**config.mk**
```make
export PLATFORM = sky130hd
export DESIGN_NAME = advanced_lifo_flat
export DESIGN_NICKNAME = d
export VERILOG_FILES = /design/src/rtl/advanced_lifo_pkg.sv /design/src/rtl/advanced_lifo_if.sv /design/src/rtl/advanced_lifo_controller.sv /design/src/rtl/simple_dual_port_ram.sv /design/src/rtl/advanced_lifo.sv /design/src/flat_wrapper.sv
export SDC_FILE = /design/constraint.sdc
export NUM_CORES = 1
export LEC_CHECK = 0
export BUFFER_PORTS_ARGS = -buffer_cell sky130_fd_sc_hd__buf_2
export CORE_MARGIN = 1
export CORE_UTILIZATION = 56
export CTS_BUF_LIST = sky130_fd_sc_hd__clkbuf_4 sky130_fd_sc_hd__clkbuf_8 sky130_fd_sc_hd__clkbuf_16
export DETAILED_ROUTE_END_ITERATION = 8
export PLACE_DENSITY = 0.86
export SETUP_SLACK_MARGIN = 0.02
export SLEW_MARGIN = 20
export SYNTH_ARGS = -nofsm -noshare
export SYNTH_HDL_FRONTEND = slang
export SYNTH_SLANG_ARGS = --single-unit
export TNS_END_PERCENT = 5
```
**constraint.sdc**
```tcl
create_clock -name clock -period 2.75 [get_ports clock]
set_input_delay 0.6875 -clock clock [delete_from_list [all_inputs] [get_ports clock]]
set_output_delay 0.6875 -clock clock [all_outputs]
set_load 0.01 [all_outputs]
```
**src/rtl/advanced_lifo_pkg.sv**
```systemverilog
// Shared types for the advanced LIFO: per-cycle operation decode.
package advanced_lifo_pkg;

  typedef enum logic [2:0] {
    OP_HOLD,
    OP_PUSH,
    OP_PUSH_FULL,
    OP_POP,
    OP_POP_EMPTY,
    OP_REPLACE,
    OP_BYPASS
  } op_e;

  // Classify one cycle's request against the registered full/empty state.
  function automatic op_e decode_op(input logic push, input logic pop,
                                    input logic full, input logic empty);
    op_e op;
    if (push && pop)  op = empty ? OP_BYPASS : OP_REPLACE;
    else if (push)    op = full ? OP_PUSH_FULL : OP_PUSH;
    else if (pop)     op = empty ? OP_POP_EMPTY : OP_POP;
    else              op = OP_HOLD;
    return op;
  endfunction

endpackage

```
**src/rtl/advanced_lifo_if.sv**
```systemverilog
// Push/pop access bus plus occupancy status of the advanced LIFO.
interface advanced_lifo_if #(
  parameter int WIDTH = 8,
  parameter int DEPTH = 4
);
  localparam int LEVEL_WIDTH = $clog2(DEPTH + 1);

  logic                   write_enable;
  logic [WIDTH-1:0]       write_data;
  logic                   read_enable;
  logic [WIDTH-1:0]       read_data;
  logic                   full;
  logic                   empty;
  logic [LEVEL_WIDTH-1:0] level;
  logic                   almost_full;
  logic                   almost_empty;
  logic                   overflow;
  logic                   underflow;

  modport master (
    output write_enable, write_data, read_enable,
    input  read_data, full, empty, level, almost_full, almost_empty, overflow, underflow
  );

  modport slave (
    input  write_enable, write_data, read_enable,
    output read_data, full, empty, level, almost_full, almost_empty, overflow, underflow
  );
endinterface

```
**src/rtl/advanced_lifo_controller.sv**
```systemverilog
// Stack pointer, level counter, overflow/underflow flags and replace/bypass steering.
module advanced_lifo_controller
  import advanced_lifo_pkg::*;
#(
  parameter int WIDTH                  = 8,
  parameter int DEPTH                  = 4,
  parameter int ALMOST_FULL_THRESHOLD  = DEPTH - 1,
  parameter int ALMOST_EMPTY_THRESHOLD = 1,
  parameter bit OVERWRITE_OLDEST       = 1'b0,
  localparam int DEPTH_LOG2            = $clog2(DEPTH),
  localparam int LEVEL_WIDTH           = $clog2(DEPTH + 1)
) (
  input  logic                  clock,
  input  logic                  resetn,
  advanced_lifo_if.slave        bus,
  output logic                  mem_we,
  output logic [DEPTH_LOG2-1:0] mem_waddr,
  output logic [WIDTH-1:0]      mem_wdata,
  output logic [DEPTH_LOG2-1:0] mem_raddr,
  input  logic [WIDTH-1:0]      mem_rdata
);
  localparam logic [DEPTH_LOG2-1:0]  PTR_LAST = DEPTH_LOG2'(DEPTH - 1);
  localparam logic [LEVEL_WIDTH-1:0] LVL_FULL = LEVEL_WIDTH'(DEPTH);
  localparam logic [LEVEL_WIDTH-1:0] AF_TH    = LEVEL_WIDTH'(ALMOST_FULL_THRESHOLD);
  localparam logic [LEVEL_WIDTH-1:0] AE_TH    = LEVEL_WIDTH'(ALMOST_EMPTY_THRESHOLD);

  logic [DEPTH_LOG2-1:0]  top, top_inc, top_dec;
  logic [LEVEL_WIDTH-1:0] cnt;
  logic                   ovf_q, udf_q, is_full, is_empty;
  op_e                    op;

  // Explicit wrap so non-power-of-two depths stay inside the array.
  assign top_inc  = (top == PTR_LAST) ? '0 : top + 1'b1;
  assign top_dec  = (top == '0) ? PTR_LAST : top - 1'b1;
  assign is_full  = (cnt == LVL_FULL);
  assign is_empty = (cnt == '0);
  assign op       = decode_op(bus.write_enable, bus.read_enable, is_full, is_empty);

  assign mem_wdata = bus.write_data;
  assign mem_raddr = top_dec;

  always_comb begin
    mem_we    = 1'b0;
    mem_waddr = top;
    case (op)
      OP_PUSH:      mem_we = 1'b1;
      OP_PUSH_FULL: mem_we = OVERWRITE_OLDEST;
      OP_REPLACE: begin
        mem_we    = 1'b1;
        mem_waddr = top_dec;
      end
      default: ;
    endcase
  end

  always_comb begin
    bus.read_data = '0;
    if (op == OP_BYPASS) bus.read_data = bus.write_data;
    else if (!is_empty)  bus.read_data = mem_rdata;
  end

  always_ff @(posedge clock or negedge resetn) begin
    if (!resetn) begin
      top   <= '0;
      cnt   <= '0;
      ovf_q <= 1'b0;
      udf_q <= 1'b0;
    end else begin
      ovf_q <= (op == OP_PUSH_FULL);
      udf_q <= (op == OP_POP_EMPTY);
      case (op)
        OP_PUSH: begin
          top <= top_inc;
          cnt <= cnt + 1'b1;
        end
        // When full, top already sits on the bottom slot, so advancing it drops the oldest.
        OP_PUSH_FULL: if (OVERWRITE_OLDEST) top <= top_inc;
        OP_POP: begin
          top <= top_dec;
          cnt <= cnt - 1'b1;
        end
        default: ;
      endcase
    end
  end

  assign bus.full         = is_full;
  assign bus.empty        = is_empty;
  assign bus.level        = cnt;
  assign bus.almost_full  = (cnt >= AF_TH);
  assign bus.almost_empty = (cnt <= AE_TH);
  assign bus.overflow     = ovf_q;
  assign bus.underflow    = udf_q;
endmodule

```
**src/rtl/simple_dual_port_ram.sv**
```systemverilog
// One write port, one read port; REGISTERED_READ=0 gives a read-before-write async read.
module simple_dual_port_ram #(
  parameter int WIDTH           = 8,
  parameter int DEPTH           = 4,
  parameter int ADDR_WIDTH      = 2,
  parameter bit REGISTERED_READ = 1'b0
) (
  input  logic                  clock,
  input  logic                  we,
  input  logic [ADDR_WIDTH-1:0] waddr,
  input  logic [WIDTH-1:0]      wdata,
  input  logic [ADDR_WIDTH-1:0] raddr,
  output logic [WIDTH-1:0]      rdata
);
  logic [WIDTH-1:0] mem [DEPTH];

  always_ff @(posedge clock) begin
    if (we) mem[waddr] <= wdata;
  end

  generate
    if (REGISTERED_READ) begin : g_reg_rd
      always_ff @(posedge clock) rdata <= mem[raddr];
    end else begin : g_async_rd
      assign rdata = mem[raddr];
    end
  endgenerate
endmodule

```
**src/rtl/advanced_lifo.sv**
```systemverilog
// LIFO stack top: controller plus read-before-write RAM for the replace path.
module advanced_lifo #(
  parameter int WIDTH                  = 8,
  parameter int DEPTH                  = 4,
  parameter int ALMOST_FULL_THRESHOLD  = DEPTH - 1,
  parameter int ALMOST_EMPTY_THRESHOLD = 1,
  parameter bit OVERWRITE_OLDEST       = 1'b0
) (
  input  logic           clock,
  input  logic           resetn,
  advanced_lifo_if.slave bus
);
  localparam int DEPTH_LOG2 = $clog2(DEPTH);

  logic                  mem_we;
  logic [DEPTH_LOG2-1:0] mem_waddr, mem_raddr;
  logic [WIDTH-1:0]      mem_wdata, mem_rdata;

  advanced_lifo_controller #(
    .WIDTH                  (WIDTH),
    .DEPTH                  (DEPTH),
    .ALMOST_FULL_THRESHOLD  (ALMOST_FULL_THRESHOLD),
    .ALMOST_EMPTY_THRESHOLD (ALMOST_EMPTY_THRESHOLD),
    .OVERWRITE_OLDEST       (OVERWRITE_OLDEST)
  ) u_ctrl (
    .clock     (clock),
    .resetn    (resetn),
    .bus       (bus),
    .mem_we    (mem_we),
    .mem_waddr (mem_waddr),
    .mem_wdata (mem_wdata),
    .mem_raddr (mem_raddr),
    .mem_rdata (mem_rdata)
  );

  simple_dual_port_ram #(
    .WIDTH           (WIDTH),
    .DEPTH           (DEPTH),
    .ADDR_WIDTH      (DEPTH_LOG2),
    .REGISTERED_READ (1'b0)
  ) u_ram (
    .clock (clock),
    .we    (mem_we),
    .waddr (mem_waddr),
    .wdata (mem_wdata),
    .raddr (mem_raddr),
    .rdata (mem_rdata)
  );
endmodule

```
**src/flat_wrapper.sv**
```systemverilog
// flat-port wrapper written by rule: the top's interface ports become plain ports
module advanced_lifo_flat 
#(
  parameter int WIDTH                  = 8,
  parameter int DEPTH                  = 4,
  parameter int ALMOST_FULL_THRESHOLD  = DEPTH - 1,
  parameter int ALMOST_EMPTY_THRESHOLD = 1,
  parameter bit OVERWRITE_OLDEST       = 1'b0
)
  (clock, resetn, bus_write_enable, bus_write_data, bus_read_enable, bus_read_data, bus_full, bus_empty, bus_level, bus_almost_full, bus_almost_empty, bus_overflow, bus_underflow);
  advanced_lifo_if #(.WIDTH(WIDTH), .DEPTH(DEPTH)) bus_i ();
  input  logic clock;
  input  logic resetn;
  input wire logic [$bits(bus_i.write_enable)-1:0] bus_write_enable;
  input wire logic [$bits(bus_i.write_data)-1:0] bus_write_data;
  input wire logic [$bits(bus_i.read_enable)-1:0] bus_read_enable;
  output wire logic [$bits(bus_i.read_data)-1:0] bus_read_data;
  output wire logic [$bits(bus_i.full)-1:0] bus_full;
  output wire logic [$bits(bus_i.empty)-1:0] bus_empty;
  output wire logic [$bits(bus_i.level)-1:0] bus_level;
  output wire logic [$bits(bus_i.almost_full)-1:0] bus_almost_full;
  output wire logic [$bits(bus_i.almost_empty)-1:0] bus_almost_empty;
  output wire logic [$bits(bus_i.overflow)-1:0] bus_overflow;
  output wire logic [$bits(bus_i.underflow)-1:0] bus_underflow;
  assign bus_i.write_enable = bus_write_enable;
  assign bus_i.write_data = bus_write_data;
  assign bus_i.read_enable = bus_read_enable;
  assign bus_read_data = bus_i.read_data;
  assign bus_full = bus_i.full;
  assign bus_empty = bus_i.empty;
  assign bus_level = bus_i.level;
  assign bus_almost_full = bus_i.almost_full;
  assign bus_almost_empty = bus_i.almost_empty;
  assign bus_overflow = bus_i.overflow;
  assign bus_underflow = bus_i.underflow;
  advanced_lifo #(.WIDTH(WIDTH), .DEPTH(DEPTH), .ALMOST_FULL_THRESHOLD(ALMOST_FULL_THRESHOLD), .ALMOST_EMPTY_THRESHOLD(ALMOST_EMPTY_THRESHOLD), .OVERWRITE_OLDEST(OVERWRITE_OLDEST)) u_core (.clock(clock), .resetn(resetn), .bus(bus_i));
endmodule
```
# Yosys cells after proc, flatten, opt, wreduce, memory -nomap -nowiden
# Memories as Yosys holds them, arrays and structs flattened.
# Cells that the tools add are included.
[classes]
n_addsub = 4
order_cmp = 2
eq_ne = 8
n_mux = 16
reduce_logical = 5
[ops]
columns = ["operator", "count"]
rows = [
  ["$mux 8", 2],
  ["$eq 3x3->1 const B", 4],
  ["$mux 3", 4],
  ["$mux 2", 5],
  ["$eq 3x2->1 const B", 2],
  ["$pmux 3 s2", 1],
  ["$pmux 2 s2", 1],
  ["$add 3x1->3 const B", 1],
  ["$eq 3x1->1 const B", 1],
  ["$ge 3x2->1 const B", 1],
  ["$le 3x1->1 const B", 1],
  ["$logic_not 3->1", 1],
  ["$mux 1", 3],
  ["$sub 3x1->3 const B", 1],
  ["$add 2x1->2 const B", 1],
  ["$eq 2x2->1 const B", 1],
  ["$logic_not 2->1", 1],
  ["$reduce_bool 2->1", 1],
  ["$reduce_or 2->1", 1],
  ["$sub 2x1->2 const B", 1],
  ["$logic_and 1x1->1", 1],
]
[word_totals]
reg_bits = 7
ram_bits = 32
inputBits = 12
output_inout_bits = 17
word_cells = 40
memories = 1
[mem_list]
columns = ["name", "depth", "width", "rd", "rd_ports_with_merged_regs", "write_ports", "line_no", "text"]
rows = [
  ["u_core.u_ram.mem", 4, 8, 1, 0, 1, "simple_dual_port_ram.sv:15", "logic [WIDTH-1:0] mem [DEPTH];"],
]

# Logic depth before layout (Yosys ltp)
[depth]
word_depth = 10
ltp_mapped = 8
depth_no_buf = 7

# Modules after synthesis
# Synthesis repeated with hierarchy kept, for this count alone.
[unflattened]
cells_unflattened = 128
area_unflattened_um2 = 1898.1
[by_module_without_submodules]
columns = ["module", "instances", "cells_each", "area_each_um2", "seq_area_each_um2"]
rows = [
  ["simple_dual_port_ram", 1, 46, 1188.6, 960.9],
  ["advanced_lifo_controller", 1, 82, 709.4, 175.2],
]

# Worst setup path after synthesis
# No wires, ideal clock.
[synth_path]
kind = "register to output"
startpoint = "register u_core.u_ctrl.top[0]"
endpoint = "output bus_read_data[0]"
t_arrival_ps = 1804
required_ps = 2062
setup_slack_ps = 259
path_stages_with_launch = 6
path_buffers = 1
cell_sequence = "dfrtp_1 -> inv_1 -> ha_1 -> clkbuf_1 -> mux2_2 -> a221o_1"
[synth_via]
elab_chain_len = 5
word_cells_on_any_way = 6
cone_classes = "add/sub: 1; mux: 3; reduce/logical: 1; memory: 1"
[synth_lines]
columns = ["item", "line_no", "text"]
rows = [
  ["start: declaration", "advanced_lifo_controller.sv:27", "logic [DEPTH_LOG2-1:0] top, top_inc, top_dec;"],
  ["start signal: assignment", "advanced_lifo_controller.sv:73", "top <= top_inc;"],
  ["start signal: assignment", "advanced_lifo_controller.sv:77", "OP_PUSH_FULL: if (OVERWRITE_OLDEST) top <= top_inc;"],
  ["start signal: assignment", "advanced_lifo_controller.sv:79", "top <= top_dec;"],
  ["$sub 2x1->2 or $logic_not 2->1 (tied branches)", "advanced_lifo_controller.sv:34", "assign top_dec = (top == '0) ? PTR_LAST : top - 1'b1;"],
  ["$mux 2 (*)", "advanced_lifo_controller.sv:34", ""],
  ["$mem_v2 4x8 (*)", "-", ""],
  ["$mux 8 (*)", "advanced_lifo_controller.sv:59", "else if (!is_empty) bus.read_data = mem_rdata;"],
  ["$mux 8 (*)", "advanced_lifo_controller.sv:58", "if (op == OP_BYPASS) bus.read_data = bus.write_data;"],
  ["end: declaration", "flat_wrapper.sv:17", "output wire logic [$bits(bus_i.read_data)-1:0] bus_read_data;"],
]
# Every way passes the cells marked *; elsewhere a longest branch is shown, timed or not.

# Worst setup path after layout
[layout_path]
startpoint = "register u_core.u_ctrl.top[1]"
endpoint = "output bus_read_data[3]"
# The elaborated chain is that of the path after synthesis.

==> flow_summary.yaml <==
setup_path:
  critPathRequiredTime_ns: 2.06
  worst-setup-path-type: "reg2out"
  r2r_slack_ns: 0.18
  crit_arrival_ns: 2.09
  timing.reg2reg.worst_path_depth: 7
  kind_of_end_point_of_the_critical_path: "primary output"
  critPathMaxFanout: 8
  rr_endpoint: "u_core.u_ram.mem[1][6]$_DFFE_PP_"
  crit-reg2reg-launch: "u_core.u_ctrl.bus.level[0]$_DFFE_PN0P_"
  critical_path_start_type: "flop"
hold_path:
  worst_hold_path_type: "in2async"
synth:
  combinational_family_with_the_most_area_after_synthesis: "multiplexers"
  synth_seq_cells: 39
  synth.distinct_cells: 30
  post_synth_xor_area_fraction_pct: 0.453
  synth_top_flop_cell: "edfxtp_1"
  synth_sequential_area_ratio_pct: 58.7
  post_synth_fa_ha_maj_area_fraction_pct: 4.53
  yosys_warnings: 0
  postSynthNetCount: 169
  async_reset_ff_share_pct: 17.9
  avgSynthCellArea_um2: 12.9
  synth.mux.area_fraction_pct: 10.9
  postSynthCellCount: 150
  yosys.area_share.simple_pct: 10.3
  combined_area_of_all_synthesized_cells_um2: 1930
  synth_compound_gate_area_share_pct: 9.64
  number_of_synthesized_flops_with_an_enable_pin: 32
placement:
  final_replace_weighted_congestion: 0.839
  postPlaceCellArea_um2: 2130
  hpwlAfterDp_um: 2580
  pre_cts_slack_ns: 0.0606
  placedCellCount: 221
  io_buffer_count: 28
global_route:
  antenna_found_initial: 0
  grtUsageMet2_pct: 42.1
  busiest_layer: "met2"
  grt_use_total_pct: 23.9
  use_met1_pct: 27.7
  via_count_of_the_first_global_routing_pass: 1292
  groute.layer.met3.usage_pct: 5.12
  grt_pass1_wl_um: 6070
  globalRoute.totalOverflow: 0
  grt_max_degree: 17
timing:
  slew_headroom_pct: 42.6
  fin_hold_ws_ns: 0.158
  tightest_pin_transition_ns: 0.858
  grt_setup_unrepaired: "true"
  postLayoutSetupSlackWorst_ns: -0.0241
  max_clock_freq_mhz: 360
  finalCritPeriodShare_pct: 101
  setup_total_negative_slack_ns: -0.0311
  setup_viol_count_final: 3
  report.final.hold_viol_count: 0
  timing.final.max_slew_violations: 0
  finClkSkew_ns: 0.00555
  final_period_minus_worst_setup_slack_ns: 2.77
clock_network:
  numClockSinks: 39
  cts_made_buffers: 5
  worstSkewPairLatency_ns: 0.34
  cts-htree-levels: 2
  clock_tree_from_tritoncts: "built"
  clockBufferDepth: 2
  root_driver: "clkbuf_4"
  worst_setup_hold_path_clk_slew_ns: 0.11
final_layout:
  drive_above_1_share_pct: 42.0
  fin_nets: 218
  fin_cells: 244
  insertedDiodeCount: 0
  fillerInstances: 201
  area_of_the_multi_input_gates_um2: 742
  final_util_pct: 77.3
  final-seq-area_um2: 1140
  area_growth_from_synthesis_to_layout_pct: 26.1
  post-route-cell-area_um2: 2440
run_status:
  violations: "negative setup slack"
  outcome: "finished with violations"
flow_run:
  max_cap_violations: 0
power:
  worst_ir_drop_vdd_uv: 761
  power_density_nw_per_um2: 1340
  cellLeakagePower_nw: 1.03
  power_after_layout_mw: 3.27
floorplanning:
  die_area_um2: 3690
  die_y_um: 60.8
  rows: 20
  initial_utilization_pct: 61.3
  io_pins: 29
  chipWidth_um: 60.8
  floorplan.core_area_um2: 3150
routing:
  drt_pass_1_iters: 4
  routedWlPerCell_um: 17.9
  dr_total_vias: 1421
  detail_route.vias_per_cell: 5.82
  drt_iter0_drc: 79
  detail-route-antenna-nets: 0
  routed_wirelength_um: 4370
  remaining_drc_errors: 0
worst max-delay path, stage by stage, from the launching register on:
cell,delay [ns]
dfrtp_1,0.41
inv_2,0.08
ha_4,0.32
buf_8,0.15
buf_4,0.12
mux2i_1,0.20
nor3_1,0.09
a221o_1,0.25
buf_2,0.14
synth_stat cells (2+ instances only):
library cell  instances  share of area (%)
and3_1                2               0.65
a211oi_1              2               0.78
o21ai_0               5                1.3
inv_1                 9                1.7
a21oi_1               7                1.8
edfxtp_1             32                 50
nand2_1               4               0.78
buf_2                 2               0.52
nor2_1               10                1.9
nand2b_1              2               0.65
a221o_1               7                3.6
ha_1                  7                4.5
mux2i_1              11                5.7
mux2_2                9                5.2
dfrtp_1               7                9.1
nor3_1               14                3.6
clkbuf_1              5               0.97
buf_6                 3                1.7
how the worst max path moves through the flow:
stage	to	cells after the start	start
2_1_floorplan	bus_read_data[0]	5	u_core.u_ctrl.top[0]$_DFFE_PN0P_
3_3_place_gp	bus_read_data[3]	6	u_core.u_ctrl.bus.level[1]$_DFFE_PN0P_
3_5_place_dp	bus_read_data[7]	6	u_core.u_ctrl.bus.level[1]$_DFFE_PN0P_
4_1_cts	bus_read_data[3]	6	u_core.u_ctrl.top[1]$_DFFE_PN0P_
5_1_grt	bus_read_data[3]	8	u_core.u_ctrl.top[1]$_DFFE_PN0P_
6_report	bus_read_data[3]	8	u_core.u_ctrl.top[1]$_DFFE_PN0P_
placed cells by master, fill, tap and decap left out, types with 2 or more instances in the layout:
cell type,Yosys,final
nor2_1,10,10
buf_8,0,2
a211oi_1,2,2
inv_1,9,6
buf_2,2,28
nand2_1,4,4
dfrtp_1,7,5
buf_4,1,21
mux2_4,0,3
dfrtp_2,0,2
and3_1,2,2
nor3_1,14,13
ha_4,0,2
mux2i_1,11,10
a21oi_1,7,7
nand2b_1,2,2
o21ai_0,5,5
bufinv_16,0,2
edfxtp_1,32,32
inv_2,0,3
a221o_1,7,7
ha_1,7,5
clkbuf_4,0,6
mux2_2,9,6
cell type report:
cell class                      count  area share, %
Sequential cell                    39           46.7
Multi-Input combinational cell     91           30.4
Timing Repair Buffer               53           14.9
Clock inverter                      2           2.46
Tap cell                           44           2.26
Clock buffer                        6           1.85
Inverter                            9           1.39
report_power, final:
part	switching [mW]	internal, mW
clock network	0.182	0.294
logic	0.915	1.01
registers	0.0797	0.794
routing by layer:
layer	vias up	wire length, um
met4	0	167
met3	15	206
li1	660	-
met1	681	1770
met2	65	2220
met5	-	0
registers in the layout, indices dropped and copies added (netlist names):
| register | flops |
|---|---|
| u_core.u_ctrl.bus.level | 3 |
| u_core.u_ctrl.top | 2 |
| u_core.u_ctrl.bus.overflow | 1 |
| u_core.u_ctrl.bus.underflow | 1 |
| u_core.u_ram.mem | 32 |
cells by family after synthesis:
group,count (synthesis)
multiplexers,20
flip-flops,39
adder cells (fa/ha/maj),7
XOR/XNOR,1
buffers and inverters,20
AND/OR/NAND/NOR,38
AO/OA/AOI/OAI,25
repair_timing:
action,CTS,global route
setup endpoints to repair,8,24
gates resized for setup,6,13
pin swaps,0,10
gates cloned,0,1
buffers inserted,10,4
hold buffers,0,0
Note: power is estimated with default switching activity, not from simulation.
